## src/rtl/pe_mac_sys.sv

```systemverilog
// pe_mac_sys: one processing element of the systolic CNN array.
// Multiplies a feature by a weight and adds either a partial sum from the north (WS) or its own
// accumulator (OS). It can work signed or unsigned, and it can saturate or wrap the result.
// Features and weights are re-registered so that neighbouring PEs can be chained.
module pe_mac_sys #(
  parameter int DW  = 8,
  parameter int AW  = 24,
  parameter int SAT = 1
) (
  input  logic          Clk,
  input  logic          Rst_n,
  input  logic          Sclr,
  input  logic          os_mode,
  input  logic          sgn,
  input  logic [DW-1:0] F_in,
  input  logic          F_vld,
  input  logic [DW-1:0] W_in,
  input  logic          W_vld,
  input  logic          W_ld,
  input  logic          W_swap,
  input  logic [AW-1:0] C_in,
  input  logic          drain,
  output logic [DW-1:0] F_out,
  output logic          F_vld_out,
  output logic [DW-1:0] W_out,
  output logic          W_vld_out,
  output logic [AW-1:0] P_out,
  output logic          P_vld,
  output logic          sat_flag
);

  // Two guard bits above AW hold the exact sum, so overflow can be seen before lim() is applied.
  localparam int EW = AW + 2;

  logic [DW-1:0]   fOut_q, fOut_d, wOut_q, wOut_d, wShadow_q, wShadow_d, wAct_q, wAct_d;
  logic            fVldOut_q, fVldOut_d, wVldOut_q, wVldOut_d;
  logic [AW-1:0]   acc_q, acc_d, pOut_q, pOut_d;
  logic            pVld_q, pVld_d, satFlag_q, satFlag_d, mode_q, mode_d;

  logic [DW-1:0]   mulW;
  logic [2*DW-1:0] prodS, prodU, prod;
  logic [AW-1:0]   addend, limited;
  logic [EW-1:0]   prodExt, addExt, sum;
  logic            overflow, macValid, modeSwitch;

  // Arithmetic: choose the operands for the mode, form the exact sum, detect overflow, then limit.
  always_comb begin
    mulW     = os_mode ? W_in : wAct_q;
    prodS    = {{DW{F_in[DW-1]}}, F_in} * {{DW{mulW[DW-1]}}, mulW};
    prodU    = {{DW{1'b0}}, F_in} * {{DW{1'b0}}, mulW};
    prod     = sgn ? prodS : prodU;
    prodExt  = sgn ? {{(EW-2*DW){prod[2*DW-1]}}, prod} : {{(EW-2*DW){1'b0}}, prod};
    addend   = os_mode ? acc_q : C_in;
    addExt   = sgn ? {{2{addend[AW-1]}}, addend} : {2'b00, addend};
    sum      = prodExt + addExt;
    if (sgn) begin
      overflow = (sum[EW-1:AW-1] != 3'b000) && (sum[EW-1:AW-1] != 3'b111);
    end else begin
      overflow = (sum[EW-1:AW] != 2'b00);
    end
    limited = sum[AW-1:0];
    if (overflow && (SAT != 0)) begin
      if (!sgn) begin
        limited = '1;
      end else if (sum[EW-1]) begin
        limited = {1'b1, {(AW-1){1'b0}}};
      end else begin
        limited = {1'b0, {(AW-1){1'b1}}};
      end
    end
    macValid   = os_mode ? (F_vld & W_vld) : F_vld;
    modeSwitch = (os_mode != mode_q);
  end

  // Next-state logic: a clear wins over everything but keeps the weights; a mode switch cycle stays idle.
  always_comb begin
    fOut_d    = F_in;
    fVldOut_d = F_vld;
    wOut_d    = W_in;
    wVldOut_d = W_vld;
    wShadow_d = wShadow_q;
    wAct_d    = wAct_q;
    acc_d     = acc_q;
    pOut_d    = pOut_q;
    pVld_d    = 1'b0;
    satFlag_d = satFlag_q;
    mode_d    = os_mode;
    if (Sclr) begin
      fOut_d    = '0;
      fVldOut_d = 1'b0;
      wOut_d    = '0;
      wVldOut_d = 1'b0;
      acc_d     = '0;
      pOut_d    = '0;
      satFlag_d = 1'b0;
    end else begin
      if (!os_mode) begin
        if (W_ld)   wShadow_d = W_in;
        if (W_swap) wAct_d    = wShadow_q;
      end
      if (!modeSwitch) begin
        if (!os_mode) begin
          if (F_vld) begin
            pOut_d    = limited;
            pVld_d    = 1'b1;
            satFlag_d = satFlag_q | overflow;
          end
        end else begin
          if (macValid) begin
            acc_d     = limited;
            satFlag_d = satFlag_q | overflow;
          end
          if (drain) begin
            pOut_d = macValid ? limited : acc_q;
            pVld_d = 1'b1;
            acc_d  = '0;
          end
        end
      end
    end
  end

  // State registers; an asynchronous reset clears everything, including both weight registers.
  always_ff @(posedge Clk or negedge Rst_n) begin
    if (!Rst_n) begin
      fOut_q    <= '0;
      fVldOut_q <= 1'b0;
      wOut_q    <= '0;
      wVldOut_q <= 1'b0;
      wShadow_q <= '0;
      wAct_q    <= '0;
      acc_q     <= '0;
      pOut_q    <= '0;
      pVld_q    <= 1'b0;
      satFlag_q <= 1'b0;
      mode_q    <= 1'b0;
    end else begin
      fOut_q    <= fOut_d;
      fVldOut_q <= fVldOut_d;
      wOut_q    <= wOut_d;
      wVldOut_q <= wVldOut_d;
      wShadow_q <= wShadow_d;
      wAct_q    <= wAct_d;
      acc_q     <= acc_d;
      pOut_q    <= pOut_d;
      pVld_q    <= pVld_d;
      satFlag_q <= satFlag_d;
      mode_q    <= mode_d;
    end
  end

  assign F_out     = fOut_q;
  assign F_vld_out = fVldOut_q;
  assign W_out     = wOut_q;
  assign W_vld_out = wVldOut_q;
  assign P_out     = pOut_q;
  assign P_vld     = pVld_q;
  assign sat_flag  = satFlag_q;

endmodule

```

## config.mk

```make
export PLATFORM = sky130hd
export DESIGN_NAME = pe_mac_sys
export DESIGN_NICKNAME = d
export VERILOG_FILES = /design/src/rtl/pe_mac_sys.sv
export SDC_FILE = /design/constraint.sdc
export NUM_CORES = 1
export LEC_CHECK = 0
export CORE_ASPECT_RATIO = 2
export CORE_MARGIN = 5
export CORE_UTILIZATION = 59
export CTS_BUF_LIST = sky130_fd_sc_hd__clkbuf_16
export CTS_CLUSTER_DIAMETER = 60
export CTS_CLUSTER_SIZE = 14
export DETAILED_ROUTE_END_ITERATION = 16
export PLACE_DENSITY = 0.82
export SLEW_MARGIN = 20
export SYNTH_ARGS = -nofsm -noshare
export SYNTH_HDL_FRONTEND = slang
export SYNTH_SLANG_ARGS = --single-unit
```

## constraint.sdc

```tcl
create_clock -name Clk -period 10.8 [get_ports Clk]
set_input_delay 3.24 -clock Clk [delete_from_list [all_inputs] [get_ports Clk]]
set_output_delay 3.24 -clock Clk [all_outputs]
set_load 0.005 [all_outputs]
```

After elaboration in Yosys (flattened, before gate mapping)
Index checks and enable logic that the tools add are counted.

Add/subtract/negate cells: 1. Multiply operators: 2. Equality and inequality tests: 5. Mux-type cells: 34. Bitwise logic cells: 4. Reductions and logical operators: 10.

Operators with widths (number): 24-bit 2-to-1 mux (14); 26-bit 2-to-1 mux (2); 8-bit by 8-bit multiplier with 16-bit output (2); 26-bit adder (1); 8-bit 2-to-1 mux (3); 16-bit 2-to-1 mux (1); 1-bit 2-to-1 mux (14); 3-bit AND reduction (4); 3-bit by 2-bit != test with 1-bit output (second input constant) (2); 3-bit nonzero test (2); 2-bit nonzero test (2); 3-bit != test (second input constant) (1); 2-bit != test (second input constant) (1); 1-bit NOT (2); 2-bit AND reduction (1); 1-bit bitwise AND (1); 1-bit logical AND (1); 1-bit != test (1); 1-bit OR (1).

Flip-flop bits (word level): 85. Input bits: 50. Output and inout bits: 44. Word-level logic and storage cells: 67.

Longest topological paths before layout
Depth after elaboration: 14. Gate-level depth with buffers: 39. Depth with buffers taken out: 36.

Worst setup path after synthesis
No wires, ideal clock.

Path kind: input -> register. Start point: input port os_mode. End point: register pOut_q[13] (netlist: P_out[13]). Setup time: 0.083 ns. Arrival: 11.057 ns. Required time: 10.717 ns. Slack: -0.340 ns. Stages: 39. Buffers on the path: 3. Path through: buf_1 clkbuf_1 mux2i_1 nand2b_1 inv_1 ha_1 inv_1 fa_1 inv_1 ha_1 inv_1 fa_1 inv_1 ha_1 fa_1 a21o_1 a21oi_1 o21bai_1 [... 3 more ...] o21ai_0 nand2b_1 a21oi_1 xor2_1 mux2i_1 ha_1 nand2_1 o21ai_0 a311oi_1 nor3b_1 nand4_1 mux2_2 a41o_1 or3_4 o2bb2ai_4 o211ai_4 buf_6 o22ai_1.

Longest elaborated chain between the ends: 14. Elaborated cells between the ends (all ways): 28. Those cells by class: add/sub: 1; mul: 2; eq/ne: 4; mux: 16; reduce/logical: 5.

Ends and longest elaborated chain: start, declared (RTL line 13) `input logic os_mode,`; 8-bit 2-to-1 mux (RTL line 48) `mulW = os_mode ? W_in : wAct_q;`; 8-bit by 8-bit multiplier with 16-bit output, on equally long branches (RTL line 50, 49); 16-bit 2-to-1 mux (RTL line 51) `prod = sgn ? prodS : prodU;`; 26-bit 2-to-1 mux (RTL line 52) `prodExt = sgn ? {{(EW-2*DW){prod[2*DW-1]}}, prod} : {{(EW-2*DW){1'b0}}, prod};`; 26-bit adder (RTL line 55) `sum = prodExt + addExt;`; 3-bit != test or 3-bit nonzero test (tied branches) (RTL line 57) `overflow = (sum[EW-1:AW-1] != 3'b000) && (sum[EW-1:AW-1] != 3'b111);`; 1-bit logical AND (RTL line 57); 1-bit 2-to-1 mux (RTL line 56) `if (sgn) begin`; 24-bit 2-to-1 mux (RTL line 62) `if (overflow && (SAT != 0)) begin`; 24-bit 2-to-1 mux; 24-bit 2-to-1 mux (RTL line 113) `if (drain) begin`; 24-bit 2-to-1 mux (RTL line 102) `if (!os_mode) begin`; 24-bit 2-to-1 mux (RTL line 101) `if (!modeSwitch) begin`; 24-bit 2-to-1 mux (RTL line 88) `if (Sclr) begin`; end signal, assigned (RTL line 145) `pOut_q <= pOut_d;`; end, declared (RTL line 37) `logic [AW-1:0] acc_q, acc_d, pOut_q, pOut_d;`.

Several ways; a longest one is shown, not always the timed one. The select of a mux whose other input is x is not followed. A chain may end at the register's enable or synchronous reset.

Worst setup path after layout
Start point: input port os_mode. End point: register pOut_q[18] (netlist: P_out[18]).

The elaborated chain is that of the path after synthesis.

==> metrics.txt <==
vias in the first global route 9132; Finished Cell Area 0.0120 mm2; Clock Path Buffers 2; Req. time, crit path 11.04 ns; CTS clk-pin slew, worst paths 0.06 ns; Main synth FF type dfrtp_1; mean post-synth cell area 9.16 um2; Post-DRT Antenna Nets 0; Crit Path Max Fanout 10; CTS tree done; largest net degree at the start of global routing 65; ANT cells 0; Worst Hold End wAct_q[7]; Startpoint Class input pin; clock latency on the worst-skew pair 0.35 ns; Num CTS Buffers 9; Buf/Inv on CP 5; synth top area cells dfrtp_1, fa_1, ha_1, inv_1, mux2_2; number of distinct library cells after synthesis 62; worst path arrival time 10.94 ns; worst slew pin tran 0.818 ns; DRT Pass-1 Iters 5; hpwl dp 21600 um; Hold Path Class register to register; #FFs+latches synth 85; Initial Util 59.6%; Reg2Reg Depth 27; final RePlAce weighted congestion 1.05; critical path type input pin to register; Reg-to-Reg Start wAct_q[5]; hold path start wShadow_q[7]; Site Rows 65; Seq/Total Area, Yosys 22.6%; Port Buffer Count 93; Routed WL 28300 um; I/O pin count 94; worst clock skew 0.00977 ns; Final Max Slew Viols 0; Min Hold Slack 0.505 ns; 1st-iter DRT viols 465; vias 8552; Worst path slowest cell or4_1; die footprint 0.0187 mm2; dpl cells 1398; GR Util All Layers 29.5%; placed inst area 0.0113 mm2; crit-path leading delay family compound AO/OA/AOI/OAI gates; NumNets Final 1440; H-Tree Depth 3; CP Capture Type register; Syn. warnings 0; Reg-to-Reg End P_out[18]; share of the synthesized area in the top cell type 22.6%; Post-Synthesis Cells 1027; Die W 99.3 um; layout cells sized above 1 20.5%; grt total ovfl 0; status completed; achievable frequency 93.4 MHz; worst hold stages 1; CTS Sinks 85; Root Driver clkbuf_16; Post-synth top cells inv_1, fa_1, dfrtp_1, ha_1, a21oi_1; max-cap check violation count 0; EDFF count, synth 0; Top cell by count, worst path a21o_1; Post-Layout Cell Count 1428; Die Height 189 um; endpoints failing setup 0; setup slack, reg-to-reg 3.07 ns; first-pass GRT wire length 43600 um; Post-Syn Nets 1245; Tmin final 10.70 ns; slowest stage delay, CP 0.60 ns; Finished Core Util 76.3%; Worst slew margin 45.5%; fillcell total 1026; Area growth syn-to-layout 28.0%; final hold vios 0; area leader, netlist dfrtp_1; core area 0.0158 mm2; Multi-input gate area 0.00680 mm2; WL/cell 19.8 um; initial antenna violation count 0; Final Cycle Share 99.1%; Register Area 0.00213 mm2; Residual DRC 0; fraction of registers with async set/reset 100%; post-synthesis cell area 0.00941 mm2; vias per inst 5.99; top-count cell post-synth inv_1
## registers in the layout, summed over array words and instances (netlist names)
signal,cells
F_out,8
F_vld_out,1
P_out,24
P_vld,1
W_out,8
W_vld_out,1
acc_q,24
mode_q,1
sat_flag,1
wAct_q,8
wShadow_q,8
## worst reg2reg max path: stages, from the launching register on
cell,delay [ns]
dfrtp_1,0.38
mux2_2,0.29
buf_4,0.17
and2_1,0.23
fa_1,0.56
inv_1,0.07
fa_1,0.49
fa_1,0.52
inv_1,0.05
fa_1,0.44
ha_1,0.32
a21o_1,0.17
a21o_1,0.17
a211o_1,0.38
or4_1,0.60
nand2_4,0.15
ha_1,0.27
a21o_1,0.21
a21o_1,0.18
a21o_1,0.19
a21o_1,0.25
a21o_1,0.30
o22ai_4,0.24
o311ai_4,0.16
o21ai_4,0.26
buf_12,0.15
nand2_1,0.13
a311oi_2,0.33
## per-layer routing
metal	vias to the layer above	track usage [%]	share of wire, %	routed length [um]
met2	378	57.0	56	15900
li1	3826	-	-	-
met5	-	0	0	0
met3	161	2.85	4.6	1300
met1	4187	28.6	31	8920
met4	0	19.5	8.0	2270
## cells by family after synthesis
kind of cell	count (synthesis)	synth area share [%]
AND/OR/NAND/NOR	240	13.4
AO/OA/AOI/OAI	232	15.5
buffers and inverters	197	8.18
adder cells (fa/ha/maj)	169	29.3
flip-flops	85	22.6
multiplexers	55	6.46
XOR/XNOR	49	4.56
## stage by stage
stage / TNS (ns) / setup WS, ns
4_1_cts: 0 / 0.0390
3_3_place_gp: -2.71 / -0.103
6_report: 0 / 0.0984
3_5_place_dp: -12.22 / -0.345
5_1_grt: -0.442 / -0.152
2_1_floorplan: 0 / 0.0438
## what timing repair did
action,CTS,global route
hold buffers,0,0
buffers inserted,2,10
resized for setup,2,75
cloned,0,2
pin swaps,1,25
endpoints found under the setup margin,14,49
## how the worst max path moves through the flow
stage          slack, ns   endpoint  startpoint  depth (start not counted)
5_1_grt            -0.15  P_out[14]     os_mode                         36
3_5_place_dp       -0.34   P_out[4]     W_in[2]                         38
4_1_cts             0.04  P_out[14]     W_in[1]                         39
6_report             0.1  P_out[18]     os_mode                         28
3_3_place_gp       -0.10  P_out[12]     W_in[2]                         31
2_1_floorplan       0.04  P_out[13]     os_mode                         39
## layout by cell type (no fill, tap or decap), types with 4 or more instances in the layout
master | synthesis | layout
clkdlybuf4s50_1 | 0 | 90
fa_2 | 0 | 4
fa_1 | 86 | 82
o21ai_0 | 36 | 24
nor2_1 | 40 | 37
a211oi_1 | 5 | 5
xnor2_1 | 37 | 37
mux2i_1 | 9 | 6
a22oi_1 | 17 | 17
o21bai_1 | 14 | 14
and3_1 | 5 | 5
a31oi_1 | 4 | 4
dfrtp_1 | 85 | 85
buf_4 | 1 | 116
a21o_1 | 20 | 20
and2_1 | 27 | 26
buf_12 | 0 | 5
o21ai_1 | 29 | 37
nand3_1 | 10 | 10
xor2_1 | 12 | 11
inv_1 | 165 | 163
ha_1 | 82 | 81
nand2_1 | 52 | 52
a21oi_1 | 71 | 53
or3_1 | 6 | 6
nand4_1 | 5 | 5
nor3_1 | 17 | 15
o22ai_1 | 6 | 5
o21ai_2 | 1 | 4
a21oi_2 | 0 | 18
clkbuf_16 | 0 | 11
mux2_2 | 46 | 43
nor2b_1 | 44 | 43
nand2b_1 | 15 | 12
## cell type report
class                           instances  area share (%)
Clock buffer                            9            1.87
Clock inverter                          7           0.602
Inverter                              165            5.14
Multi-Input combinational cell        745            56.4
Sequential cell                        85            17.7
Tap cell                              201            2.09
Timing Repair Buffer                  216            16.2
Power is not shown: default switching activity piles up to over one toggle a cycle in this logic, so the estimate is an artifact.
